--- src/rtl/led_sequencer_arb_if.sv ---
// LED sequencer bus: CPU and AES status inputs, LED bank and status outputs.
interface led_sequencer_arb_if #(
    parameter int unsigned NUM_LEDS = 7
);
    logic                cpu_wr;
    logic [NUM_LEDS-1:0] cpu_pattern;
    logic                cpu_release;
    logic                aes_busy;
    logic                aes_done;
    logic                err;
    logic                err_clr;
    logic [NUM_LEDS-1:0] led;
    logic [1:0]          mode;
    logic                tick;

    modport master (
        output cpu_wr, cpu_pattern, cpu_release, aes_busy, aes_done, err, err_clr,
        input  led, mode, tick
    );

    modport slave (
        input  cpu_wr, cpu_pattern, cpu_release, aes_busy, aes_done, err, err_clr,
        output led, mode, tick
    );
endinterface

--- src/rtl/led_sequencer_arb.sv ---
// LED bank owner: bouncing scan plus fixed-priority arbitration between
// error blink, AES-done flash, CPU pattern and the idle scan.
module led_sequencer_arb #(
    parameter int unsigned NUM_LEDS   = 7,
    parameter int unsigned TICK_DIV   = 12000000,
    parameter int unsigned HOLD_TICKS = 8
) (
    input logic                clk,
    input logic                rst,
    led_sequencer_arb_if.slave bus
);
    localparam int unsigned PRESC_W = $clog2(TICK_DIV);
    localparam int unsigned POS_W   = $clog2(NUM_LEDS);
    localparam int unsigned HOLD_W  = $clog2(HOLD_TICKS + 1);

    localparam logic [1:0] MODE_SCAN  = 2'd0;
    localparam logic [1:0] MODE_CPU   = 2'd1;
    localparam logic [1:0] MODE_EVENT = 2'd2;
    localparam logic [1:0] MODE_ERR   = 2'd3;

    typedef enum logic {
        DIR_UP   = 1'b0,
        DIR_DOWN = 1'b1
    } dir_e;

    logic [PRESC_W-1:0]  prescaler_q, prescaler_d;
    logic                tick_q, tick_d;
    logic [POS_W-1:0]    pos_q, pos_d;
    dir_e                dir_q, dir_d;
    logic                slow_phase_q, slow_phase_d;
    logic                blink_phase_q, blink_phase_d;
    logic                cpu_own_q, cpu_own_d;
    logic [NUM_LEDS-1:0] cpu_reg_q, cpu_reg_d;
    logic [HOLD_W-1:0]   hold_cnt_q, hold_cnt_d;
    logic                err_lat_q, err_lat_d;
    logic [1:0]          mode_q, mode_d;
    logic [NUM_LEDS-1:0] led_q, led_d;

    logic                step_c;
    logic                presc_wrap_c;
    logic [POS_W-1:0]    pos_inc_c, pos_dec_c;
    logic [NUM_LEDS-1:0] err_pat_c;

    always_ff @(posedge clk) begin
        if (!rst) begin
            prescaler_q   <= '0;
            tick_q        <= 1'b0;
            pos_q         <= '0;
            dir_q         <= DIR_UP;
            slow_phase_q  <= 1'b0;
            blink_phase_q <= 1'b0;
            cpu_own_q     <= 1'b0;
            cpu_reg_q     <= '0;
            hold_cnt_q    <= '0;
            err_lat_q     <= 1'b0;
            mode_q        <= MODE_SCAN;
            led_q         <= NUM_LEDS'(1);
        end else begin
            prescaler_q   <= prescaler_d;
            tick_q        <= tick_d;
            pos_q         <= pos_d;
            dir_q         <= dir_d;
            slow_phase_q  <= slow_phase_d;
            blink_phase_q <= blink_phase_d;
            cpu_own_q     <= cpu_own_d;
            cpu_reg_q     <= cpu_reg_d;
            hold_cnt_q    <= hold_cnt_d;
            err_lat_q     <= err_lat_d;
            mode_q        <= mode_d;
            led_q         <= led_d;
        end
    end

    always_comb begin
        prescaler_d   = prescaler_q;
        tick_d        = 1'b0;
        pos_d         = pos_q;
        dir_d         = dir_q;
        slow_phase_d  = slow_phase_q;
        blink_phase_d = blink_phase_q;
        cpu_own_d     = cpu_own_q;
        cpu_reg_d     = cpu_reg_q;
        hold_cnt_d    = hold_cnt_q;
        err_lat_d     = err_lat_q;
        mode_d        = MODE_SCAN;
        led_d         = NUM_LEDS'(1) << pos_q;
        err_pat_c     = '0;

        presc_wrap_c = (prescaler_q == PRESC_W'(TICK_DIV - 1));
        prescaler_d  = presc_wrap_c ? '0 : prescaler_q + PRESC_W'(1);
        tick_d       = presc_wrap_c;

        // Half-speed scan when idle: only every other tick becomes a step.
        step_c = tick_q & (bus.aes_busy | slow_phase_q);
        if (tick_q) begin
            blink_phase_d = ~blink_phase_q;
            if (!bus.aes_busy) slow_phase_d = ~slow_phase_q;
        end

        pos_inc_c = pos_q + POS_W'(1);
        pos_dec_c = pos_q - POS_W'(1);
        if (step_c) begin
            case (dir_q)
                DIR_UP: begin
                    pos_d = pos_inc_c;
                    if (pos_inc_c == POS_W'(NUM_LEDS - 1)) dir_d = DIR_DOWN;
                end
                DIR_DOWN: begin
                    pos_d = pos_dec_c;
                    if (pos_dec_c == '0) dir_d = DIR_UP;
                end
                default: dir_d = DIR_UP;
            endcase
        end

        err_lat_d = bus.err | (err_lat_q & ~bus.err_clr);

        if (bus.aes_done) begin
            hold_cnt_d = HOLD_W'(HOLD_TICKS);
        end else if (tick_q && (hold_cnt_q != '0)) begin
            hold_cnt_d = hold_cnt_q - HOLD_W'(1);
        end

        if (bus.cpu_wr) begin
            cpu_reg_d = bus.cpu_pattern;
            cpu_own_d = 1'b1;
        end else if (bus.cpu_release) begin
            cpu_own_d = 1'b0;
        end

        // Even bits lit on blink_phase=1, odd bits otherwise.
        for (int unsigned i = 0; i < NUM_LEDS; i++) begin
            err_pat_c[i] = blink_phase_q ^ i[0];
        end

        if (err_lat_q) begin
            mode_d = MODE_ERR;
            led_d  = err_pat_c;
        end else if (hold_cnt_q != '0) begin
            mode_d = MODE_EVENT;
            led_d  = '1;
        end else if (cpu_own_q) begin
            mode_d = MODE_CPU;
            led_d  = cpu_reg_q;
        end
    end

    assign bus.led  = led_q;
    assign bus.mode = mode_q;
    assign bus.tick = tick_q;

endmodule

--- src/flat_wrapper.sv ---
// flat-port wrapper written by rule: the top's interface ports become plain ports
module led_sequencer_arb_flat 
#(
    parameter int unsigned NUM_LEDS   = 7,
    parameter int unsigned TICK_DIV   = 12000000,
    parameter int unsigned HOLD_TICKS = 8
)
  (clk, rst, bus_cpu_wr, bus_cpu_pattern, bus_cpu_release, bus_aes_busy, bus_aes_done, bus_err, bus_err_clr, bus_led, bus_mode, bus_tick);
  led_sequencer_arb_if #(.NUM_LEDS(NUM_LEDS)) bus_i ();
  input logic clk;
  input logic rst;
  input wire logic [$bits(bus_i.cpu_wr)-1:0] bus_cpu_wr;
  input wire logic [$bits(bus_i.cpu_pattern)-1:0] bus_cpu_pattern;
  input wire logic [$bits(bus_i.cpu_release)-1:0] bus_cpu_release;
  input wire logic [$bits(bus_i.aes_busy)-1:0] bus_aes_busy;
  input wire logic [$bits(bus_i.aes_done)-1:0] bus_aes_done;
  input wire logic [$bits(bus_i.err)-1:0] bus_err;
  input wire logic [$bits(bus_i.err_clr)-1:0] bus_err_clr;
  output wire logic [$bits(bus_i.led)-1:0] bus_led;
  output wire logic [$bits(bus_i.mode)-1:0] bus_mode;
  output wire logic [$bits(bus_i.tick)-1:0] bus_tick;
  assign bus_i.cpu_wr = bus_cpu_wr;
  assign bus_i.cpu_pattern = bus_cpu_pattern;
  assign bus_i.cpu_release = bus_cpu_release;
  assign bus_i.aes_busy = bus_aes_busy;
  assign bus_i.aes_done = bus_aes_done;
  assign bus_i.err = bus_err;
  assign bus_i.err_clr = bus_err_clr;
  assign bus_led = bus_i.led;
  assign bus_mode = bus_i.mode;
  assign bus_tick = bus_i.tick;
  led_sequencer_arb #(.NUM_LEDS(NUM_LEDS), .TICK_DIV(TICK_DIV), .HOLD_TICKS(HOLD_TICKS)) u_core (.clk(clk), .rst(rst), .bus(bus_i));
endmodule
--- config.mk ---
export PLATFORM = sky130hd
export DESIGN_NAME = led_sequencer_arb_flat
export DESIGN_NICKNAME = d
export VERILOG_FILES = /design/src/rtl/led_sequencer_arb_if.sv /design/src/rtl/led_sequencer_arb.sv /design/src/flat_wrapper.sv
export SDC_FILE = /design/constraint.sdc
export NUM_CORES = 1
export LEC_CHECK = 0
export ABC_CLOCK_PERIOD_IN_PS = 5110
export CAP_MARGIN = 20
export CELL_PAD_IN_SITES_DETAIL_PLACEMENT = 2
export CELL_PAD_IN_SITES_GLOBAL_PLACEMENT = 2
export CORE_ASPECT_RATIO = 0.7
export CORE_UTILIZATION = 37
export DETAILED_ROUTE_END_ITERATION = 7
export PLACE_DENSITY = 0.8
export SLEW_MARGIN = 40
export SYNTH_ARGS = -nofsm -noshare
export SYNTH_HDL_FRONTEND = slang
export SYNTH_SLANG_ARGS = --single-unit
--- constraint.sdc ---
create_clock -name clk -period 5.11 [get_ports clk]
set_input_delay 1.533 -clock clk [delete_from_list [all_inputs] [get_ports clk]]
set_output_delay 1.533 -clock clk [all_outputs]
set_load 0.03 [all_outputs]
==> impl_metrics.tcl, run 1 <==
set metrics [dict create \
    crit_family "buffers and inverters" \
    area_delta_synth_final_pct 17.1 \
    vias 1924 \
    cp.required_ns 3.58 \
    routed_wl_um 6060 \
    fp.dieArea_sq_mm 0.00662 \
    finClkSkew_ns 0.0134 \
    die_x_um 96.8 \
    power.leakage_nw 0.936 \
    gp_congestion 0.764 \
    dieHeight_um 68.4 \
    rsz0062_at_grt "false" \
    tightestPinTransition_ns 0.796 \
    maxSlewHeadroom 0.469 \
    ys.flop_type "dfxtp_1" \
    synth_area_sq_mm 0.00233 \
    grt_overflow 0 \
    post-route-cell-area_sq_mm 0.00273 \
    cts_tree "yes" \
    core_sq_mm 0.00590 \
    synth.area.top_cells "dfxtp_1 (46%), nor2_1 (6.8%), xnor2_1 (5.3%)" \
    nets 305 \
    synth_fp_nets 280 \
    finalHoldViolations 0 \
    n_antenna_cell 0 \
    seq_area_frac_synth 0.456 \
    grt_usage 0.192 \
    netlist_instances 257 \
    ant_nets 0 \
    drc 0 \
    slowest_stage "clkdlybuf4s50_1" \
    synthArstFlopShare 0 \
    crit_chain "clkdlybuf4s50_1" \
    endpoint_kind "output pin" \
    root_buffer "clkbuf_8" \
    period_needed_ns 3.08 \
    synth_edf_count 0 \
    multi_input_area_sq_mm 0.00118 \
    period_share 0.603 \
    critical_path_class "flop to output pin" \
    rows 23 \
    regArea_sq_mm 0.00106 \
    p_per_area_mw_per_mm2 271 \
    path_clk_slew_ns 0.10 \
    peakVddDrop_v 0.000105 \
    htreeDepth 2 \
    drtIter0Drc 62 \
    cts_resized 0 \
    finalSetupViolations 0 \
    timing.final.max_slew_violations 0 \
    cts_made_buffers 5 \
    yosysTopAreaCell "dfxtp_1" \
    cp.arrival_ns 1.55 \
    final.fill_count 649 \
    drive_gt1_frac 0.0495 \
    cts.path.max_buffers 2 \
    synthDistinctLibCells 39 \
    clkLatencyLatePin_ns 0.31 \
    antenna_found_initial 0 \
    wl_per_cell_um 16.9 \
    crit_buf_inv 1 \
    outcome "completed" \
    avgSynthCellArea_sq_um 9.06 \
    grt_pass1_wl_um 9860 \
    worst_hold_path_type "flop to flop" \
    synth_seq_cells 53 \
    hold_ws_ns 0.483 \
    start_util 0.395 \
    ys.warnings.count 0 \
    cap_violations 0 \
    layout_commonest_cell "dfxtp_1" \
    tns_ns 0 \
    layout.cells.most_common_list "dfxtp_1 (53), nor2_1 (42), clkdlybuf4s50_1 (24)" \
    first_pass_iters 4 \
    postCtsSetupRepairBufs 0 \
    crit_fanout 8 \
    hold_buffers 0 \
    fmax_ghz 0.325 \
    ios 25 \
    viasPerCell 5.37 \
    dp_hpwl_um 4560 \
    synth_top_area_share 0.456 \
    dpl_cell_area_sq_mm 0.00264 \
    grt_pass1_vias 1960 \
    max_stage_delay_ns 0.74 \
    clkSinkCount 53 \
    start_kind "flop" \
    grt_max_degree 24 \
    portBuffers 24 \
]
==> cell type report <==
type,count,share of cell area
Timing Repair Buffer,25,0.0909
Sequential cell,53,0.389
Inverter,14,0.0193
Multi-Input combinational cell,183,0.434
Tap cell,75,0.0344
Clock inverter,2,0.00551
Clock buffer,6,0.0266
==> metal layers <==
layer	global-route usage	up-vias	part of all wire
met5	0	-	0
met4	0.0504	0	0.0076
met3	0.0378	5	0.023
met2	0.312	21	0.44
met1	0.264	948	0.53
li1	-	950	-
==> flip-flops by register name, indices dropped and copies added, names as in the netlist, 2 cells and up <==
name	cells
u_core.prescaler_q	24
u_core.pos_q	3
u_core.hold_cnt_q	4
u_core.bus.mode	2
u_core.bus.led	7
u_core.cpu_reg_q	7
==> where the power goes <==
| part | total, mW | internal [mW] | switching (mW) |
|---|---|---|---|
| Combinational | 0.0664 | 0.0301 | 0.0364 |
| Sequential | 0.435 | 0.425 | 0.00949 |
| Clock | 0.238 | 0.0969 | 0.141 |
==> Yosys cell counts (3+ instances only) <==
cell type	n
nor4_1	7
nor2_1	42
mux2i_1	9
nor3_1	6
or3_1	4
inv_1	14
a21oi_1	19
nand2_1	9
nand4_1	5
nand3_1	9
xor2_1	5
a211oi_1	3
o21ai_0	8
nor2b_1	5
clkbuf_1	5
xnor2_1	14
dfxtp_1	53
ha_1	8
a221oi_1	4
==> path summary, 6_finish.rpt <==
kind | endpoint | cells past startpoint | slack (ns) | startpoint
setup / recovery | bus_tick | 1 | 2.03 | u_core.bus.tick
hold / removal | u_core.prescaler_q[0] | 1 | 0.48 | u_core.prescaler_q[0]
setup reg to reg | u_core.prescaler_q[10] | 5 | 2.81 | u_core.prescaler_q[0]
hold reg to reg | u_core.prescaler_q[0] | 1 | 0.48 | u_core.prescaler_q[0]
==> stage by stage <==
step                worst slack, ns  total power [mW]  instances  utilization
floorplan                      2.81             0.478        257            -
global placement               2.09             0.508        350        0.447
detailed placement             2.02             0.511        350        0.447
CTS                            2.02             0.747        358        0.462
global route                   1.97             0.769        358        0.462
finish                         2.03             0.739        358        0.462
==> cells by family (layout without fill, tap and decap cells) <==
family | Yosys count | in the layout | synth area share
simple gates | 106 | 106 | 0.248
flops | 53 | 53 | 0.456
fa+ha+maj | 8 | 8 | 0.0430
compound gates | 41 | 41 | 0.107
xor+xnor | 19 | 19 | 0.0715
buf+inv | 21 | 47 | 0.0360
mux | 9 | 9 | 0.0387
(Power assumes the default switching activity.)
==> inputs of run 2 (changes only) <==
Settings changed: ABC_CLOCK_PERIOD_IN_PS 5110 to 2540, CORE_UTILIZATION 37 to 31, PLACE_DENSITY 0.8 to 0.71.
Clock period 5.11 ns to 2.54 ns, I/O delays scaled along.
==> run 2 against run 1 <==
Critical path depth unchanged. Largest cell class unchanged. Sequential share of layout area down 0.74 points. Highest routed layer unchanged. Combinational power up 100%. Total power up 98%. Wire length down 0.51%.
==> impl_metrics.tcl, run 2 (synthesis results as in run 1) <==
set metrics [dict create \
    clkSinkCount 53 \
    routed_wl_um 6030 \
    cp.required_ns 1.78 \
    grt_pass1_wl_um 9780 \
    ant_nets 0 \
    p_seq_frac 0.596 \
    tns_ns 0 \
    grt_pass1_vias 1943 \
    final_cells 384 \
    start_util 0.320 \
    path_clk_slew_ns 0.10 \
    cts_made_buffers 5 \
    grt_max_degree 20 \
    cp.arrival_ns 1.37 \
    grt_usage 0.162 \
    switching_share 0.249 \
    dr.max_layer_used "met4" \
    clkLatencyLatePin_ns 0.31 \
    cts_resized 0 \
    period_needed_ns 2.13 \
    fp.dieArea_sq_mm 0.00787 \
    p_int_mw 1.10 \
    nets 310 \
    worst_hold_path_type "flop to flop" \
    cts.path.max_buffers 2 \
    crit_fanout 2 \
    cap_violations 0 \
    maxSlewHeadroom 0.578 \
    dieHeight_um 74.5 \
    drtIter0Drc 46 \
    largest_reg_flops 24 \
    crit_family "buffers and inverters" \
    combinationalPowerShare 0.093 \
    postCtsSetupRepairBufs 0 \
    hold_buffers 0 \
    drt-met1-wl_um 3280 \
    rows 26 \
    final.fill_count 834 \
    dp_cells 378 \
    core_sq_mm 0.00729 \
    finClkSkew_ns 0.00855 \
    start_kind "flop" \
    wl_met3_um 203 \
    dp_hpwl_um 4600 \
    layout_commonest_cell "dfxtp_1" \
    tightestPinTransition_ns 0.627 \
    post-route-cell-area_sq_mm 0.00278 \
    root_buffer "clkbuf_8" \
    drc 0 \
    peakVddDrop_v 0.000172 \
    gp_congestion 0.725 \
    power.leakage_nw 0.964 \
    wl_per_cell_um 15.7 \
    critical_path_class "flop to output pin" \
    total_power_mw 1.47 \
    period_share 0.838 \
    vias 1942 \
    dpl_cell_area_sq_mm 0.00271 \
    first_pass_iters 4 \
    timing.final.max_slew_violations 0 \
    outcome "completed" \
    viasPerCell 5.06 \
    pwr-share-clk 0.311 \
    die_x_um 106 \
    drive_gt1_frac 0.0629 \
    cts_tree "yes" \
    p_per_area_mw_per_mm2 528 \
    ios 25 \
    rsz0062_at_grt "false" \
    wl_met2_um 2500 \
    portBuffers 24 \
    antenna_found_initial 0 \
    finalSetupViolations 0 \
    n_antenna_cell 0 \
    crit_buf_inv 1 \
    switching_power_uw 366 \
    finalHoldViolations 0 \
    grt_overflow 0 \
    max_stage_delay_ns 0.69 \
    fmax_ghz 0.470 \
    area_delta_synth_final_pct 19.3 \
    largest_register "u_core.prescaler_q" \
    slowest_stage "clkdlybuf4s50_1" \
    crit_chain "clkdlybuf4s50_1" \
    layout.cells.most_common_list "dfxtp_1 (53), nor2_1 (42), clkdlybuf4s50_1 (24)" \
    endpoint_kind "output pin" \
    htreeDepth 2 \
]
-- run 2: layer usage --
metal,GRT usage,vias up
met5,0,-
met4,0.0370,0
met3,0.0394,7
met2,0.253,25
met1,0.226,952
li1,-,958
-- run 2: path summary, 6_finish.rpt --
| path | start | endpoint | slack (ns) | cells after the start |
|---|---|---|---|---|
| setup / recovery | u_core.bus.tick | bus_tick | 0.41 | 1 |
| setup reg to reg | u_core.prescaler_q[0] | u_core.prescaler_q[15] | 0.43 | 6 |
| hold / removal | u_core.prescaler_q[0] | u_core.prescaler_q[0] | 0.49 | 1 |
| hold reg to reg | u_core.prescaler_q[0] | u_core.prescaler_q[0] | 0.49 | 1 |
-- run 2: through the flow --
step / setup slack (ns) / utilization / hold WS, ns
6_report: 0.411 / 0.381 / 0.486
5_1_grt: 0.320 / 0.381 / 0.509
4_1_cts: 0.384 / 0.381 / 0.491
3_5_place_dp: 0.371 / 0.371 / 0.472
3_3_place_gp: 0.474 / 0.371 / 0.457
2_1_floorplan: 0.699 / - / 0.440
-- run 2: power by group through the flow --
stage	registers [mW]	logic (mW)	clock network, mW
finish	0.874	0.136	0.457
global route	0.878	0.149	0.511
CTS	0.875	0.139	0.483
detailed placement	0.894	0.139	0
global placement	0.892	0.136	0
floorplan	0.907	0.0538	0
-- run 2: layout make-up --
type	count	area [sq um]	share of cell area
flip-flops and latches	53	1060	0.382
clock inverters	1	5.00	0.00180
inverters	14	52.6	0.0189
clock buffers	5	68.8	0.0248
repair buffers	30	285	0.103
well taps	98	123	0.0441
multi-input cells	183	1180	0.426
==> inputs of run 3 (changes only) <==
Settings changed: ABC_CLOCK_PERIOD_IN_PS 2540 to 2000, CORE_UTILIZATION 31 to 34, PLACE_DENSITY 0.71 to 0.74.
Clock period 2.54 ns to 2 ns, I/O delays scaled along.
==> run 3 against run 2 <==
Combinational power grew 43%. Clock power grew 64%. Final cell count grew 2.1%. Global-route usage grew 3.5 points. Sequential cell count is the same. Via count grew 2.5%. Worst setup slack lost 0.34 ns. Highest routed layer unchanged.
==> impl_metrics.tcl, run 3 (synthesis results as in run 1) <==
set metrics [dict create \
    dpl_cell_area_sq_mm 0.00281 \
    finClkSkew_ns 0.00467 \
    ff2ff_setup_slack_ns 0.12 \
    power.leakage_nw 1.05 \
    cap_violations 0 \
    gp_congestion 0.762 \
    cts_tree "yes" \
    first_pass_iters 4 \
    post-place-ws_ns -0.00117 \
    portBuffers 24 \
    largest_register "u_core.prescaler_q" \
    timing.final.max_slew_violations 0 \
    vias 1990 \
    final.fill_count 744 \
    drive_gt1_frac 0.113 \
    antenna_found_initial 0 \
    drc 0 \
    dieHeight_um 71.2 \
    cts.path.max_buffers 2 \
    fp.dieArea_sq_mm 0.00719 \
    endpoint_kind "output pin" \
    maxSlewHeadroom 0.641 \
    finalWorstSetupSlack_ns 0.0701 \
    finalHoldViolations 0 \
    start_util 0.362 \
    cp.required_ns 1.40 \
    final_cells 392 \
    grt_overflow 0 \
    dp_cells 383 \
    regArea_sq_mm 0.00106 \
    peakVddDrop_v 0.000317 \
    hold_end "u_core.prescaler_q[21]" \
    crit_buf_inv 1 \
    critical_path_class "flop to output pin" \
    slowest_stage "clkdlybuf4s50_1" \
    clkLatencyLatePin_ns 0.31 \
    die_x_um 101 \
    reg2reg_depth 4 \
    dp_hpwl_um 4780 \
    n_antenna_cell 0 \
    core_sq_mm 0.00643 \
    rows 24 \
    routed_wl_um 6410 \
    path_clk_slew_ns 0.10 \
    ant_nets 0 \
    layout_commonest_cell "dfxtp_1" \
    grt_usage 0.197 \
    tightestPinTransition_ns 0.535 \
    area_delta_synth_final_pct 26.3 \
    viasPerCell 5.08 \
    cts_made_buffers 5 \
    worst_hold_path_type "flop to flop" \
    grt_pass1_wl_um 10800 \
    grt_pass1_vias 2213 \
    clkSinkCount 53 \
    root_buffer "clkbuf_8" \
    period_needed_ns 1.93 \
    fmax_ghz 0.518 \
    nets 323 \
    multi_input_area_sq_mm 0.00119 \
    crit_chain "clkdlybuf4s50_1" \
    p_per_area_mw_per_mm2 697 \
    cp.arrival_ns 1.33 \
    start_kind "flop" \
    min_path_cells 2 \
    r2r-end "u_core.prescaler_q[18]" \
    post-route-cell-area_sq_mm 0.00294 \
    rsz0062_at_grt "false" \
    ios 25 \
    finalSetupViolations 0 \
    grt_max_degree 21 \
    wl_per_cell_um 16.4 \
    drtIter0Drc 52 \
    hold_start "u_core.prescaler_q[21]" \
    r2r-start "u_core.prescaler_q[5]" \
    period_share 0.965 \
    outcome "completed" \
    crit_fanout 1 \
    max_stage_delay_ns 0.68 \
    layout.cells.most_common_list "dfxtp_1 (53), nor2_1 (42), clkdlybuf4s50_1 (24)" \
    crit_family "buffers and inverters" \
    largest_reg_flops 24 \
    htreeDepth 2 \
]
==> run 3: area by class of cell <==
class | instances | share of cell area
flip-flops and latches | 53 | 0.361
multi-input cells | 183 | 0.405
repair buffers | 43 | 0.139
inverters | 14 | 0.0179
clock inverters | 3 | 0.0157
clock buffers | 5 | 0.0234
well taps | 91 | 0.0387
==> run 3: worst max-delay path by stage <==
stage                                   endpoint  cells after the start                   from
after floorplan           u_core.prescaler_q[14]                      6  u_core.prescaler_q[0]
after global placement           u_core.pos_q[2]                      5           bus_aes_busy
after detailed placement         u_core.pos_q[2]                      5           bus_aes_busy
after CTS                 u_core.prescaler_q[18]                      5  u_core.prescaler_q[1]
after global routing      u_core.prescaler_q[20]                      6  u_core.prescaler_q[1]
final                                 bus_led[1]                      1      u_core.bus.led[1]
==> run 3: worst reg2reg max path: stages, from the launching register on <==
cell	delay (ns)
dfxtp_1	0.44
nand3_1	0.27
or4_4	0.63
or3_1	0.33
a21oi_1	0.14
==> run 3: metal layers <==
layer	global-route usage	up-vias	wire, um
met2	0.310	30	2740
met5	0	-	0
met1	0.273	961	3390
li1	-	990	-
met3	0.0410	9	201
met4	0.0580	0	78
==> run 3: through the flow <==
stage	hold slack, ns	utilization	TNS (ns)	total power, mW
6_report	0.497	0.458	0	2.05
2_1_floorplan	0.440	-	0	1.22
5_1_grt	0.512	0.458	0	2.14
3_3_place_gp	0.469	0.438	0	1.32
3_5_place_dp	0.480	0.438	-0.00117	1.32
4_1_cts	0.494	0.456	0	2.08
==> run 3: power by group <==
part	leakage [nW]	switching (mW)	internal, mW
Sequential	0.432	0.0185	1.09
Combinational	0.568	0.103	0.0926
Clock	0.0543	0.375	0.375
==> run 3: repair_timing <==
action	4_1_cts	5_1_grt
pin swaps	0	1
hold buffers	0	0
setup endpoints to repair	1	19
setup buffers	0	1
resized for setup	1	0
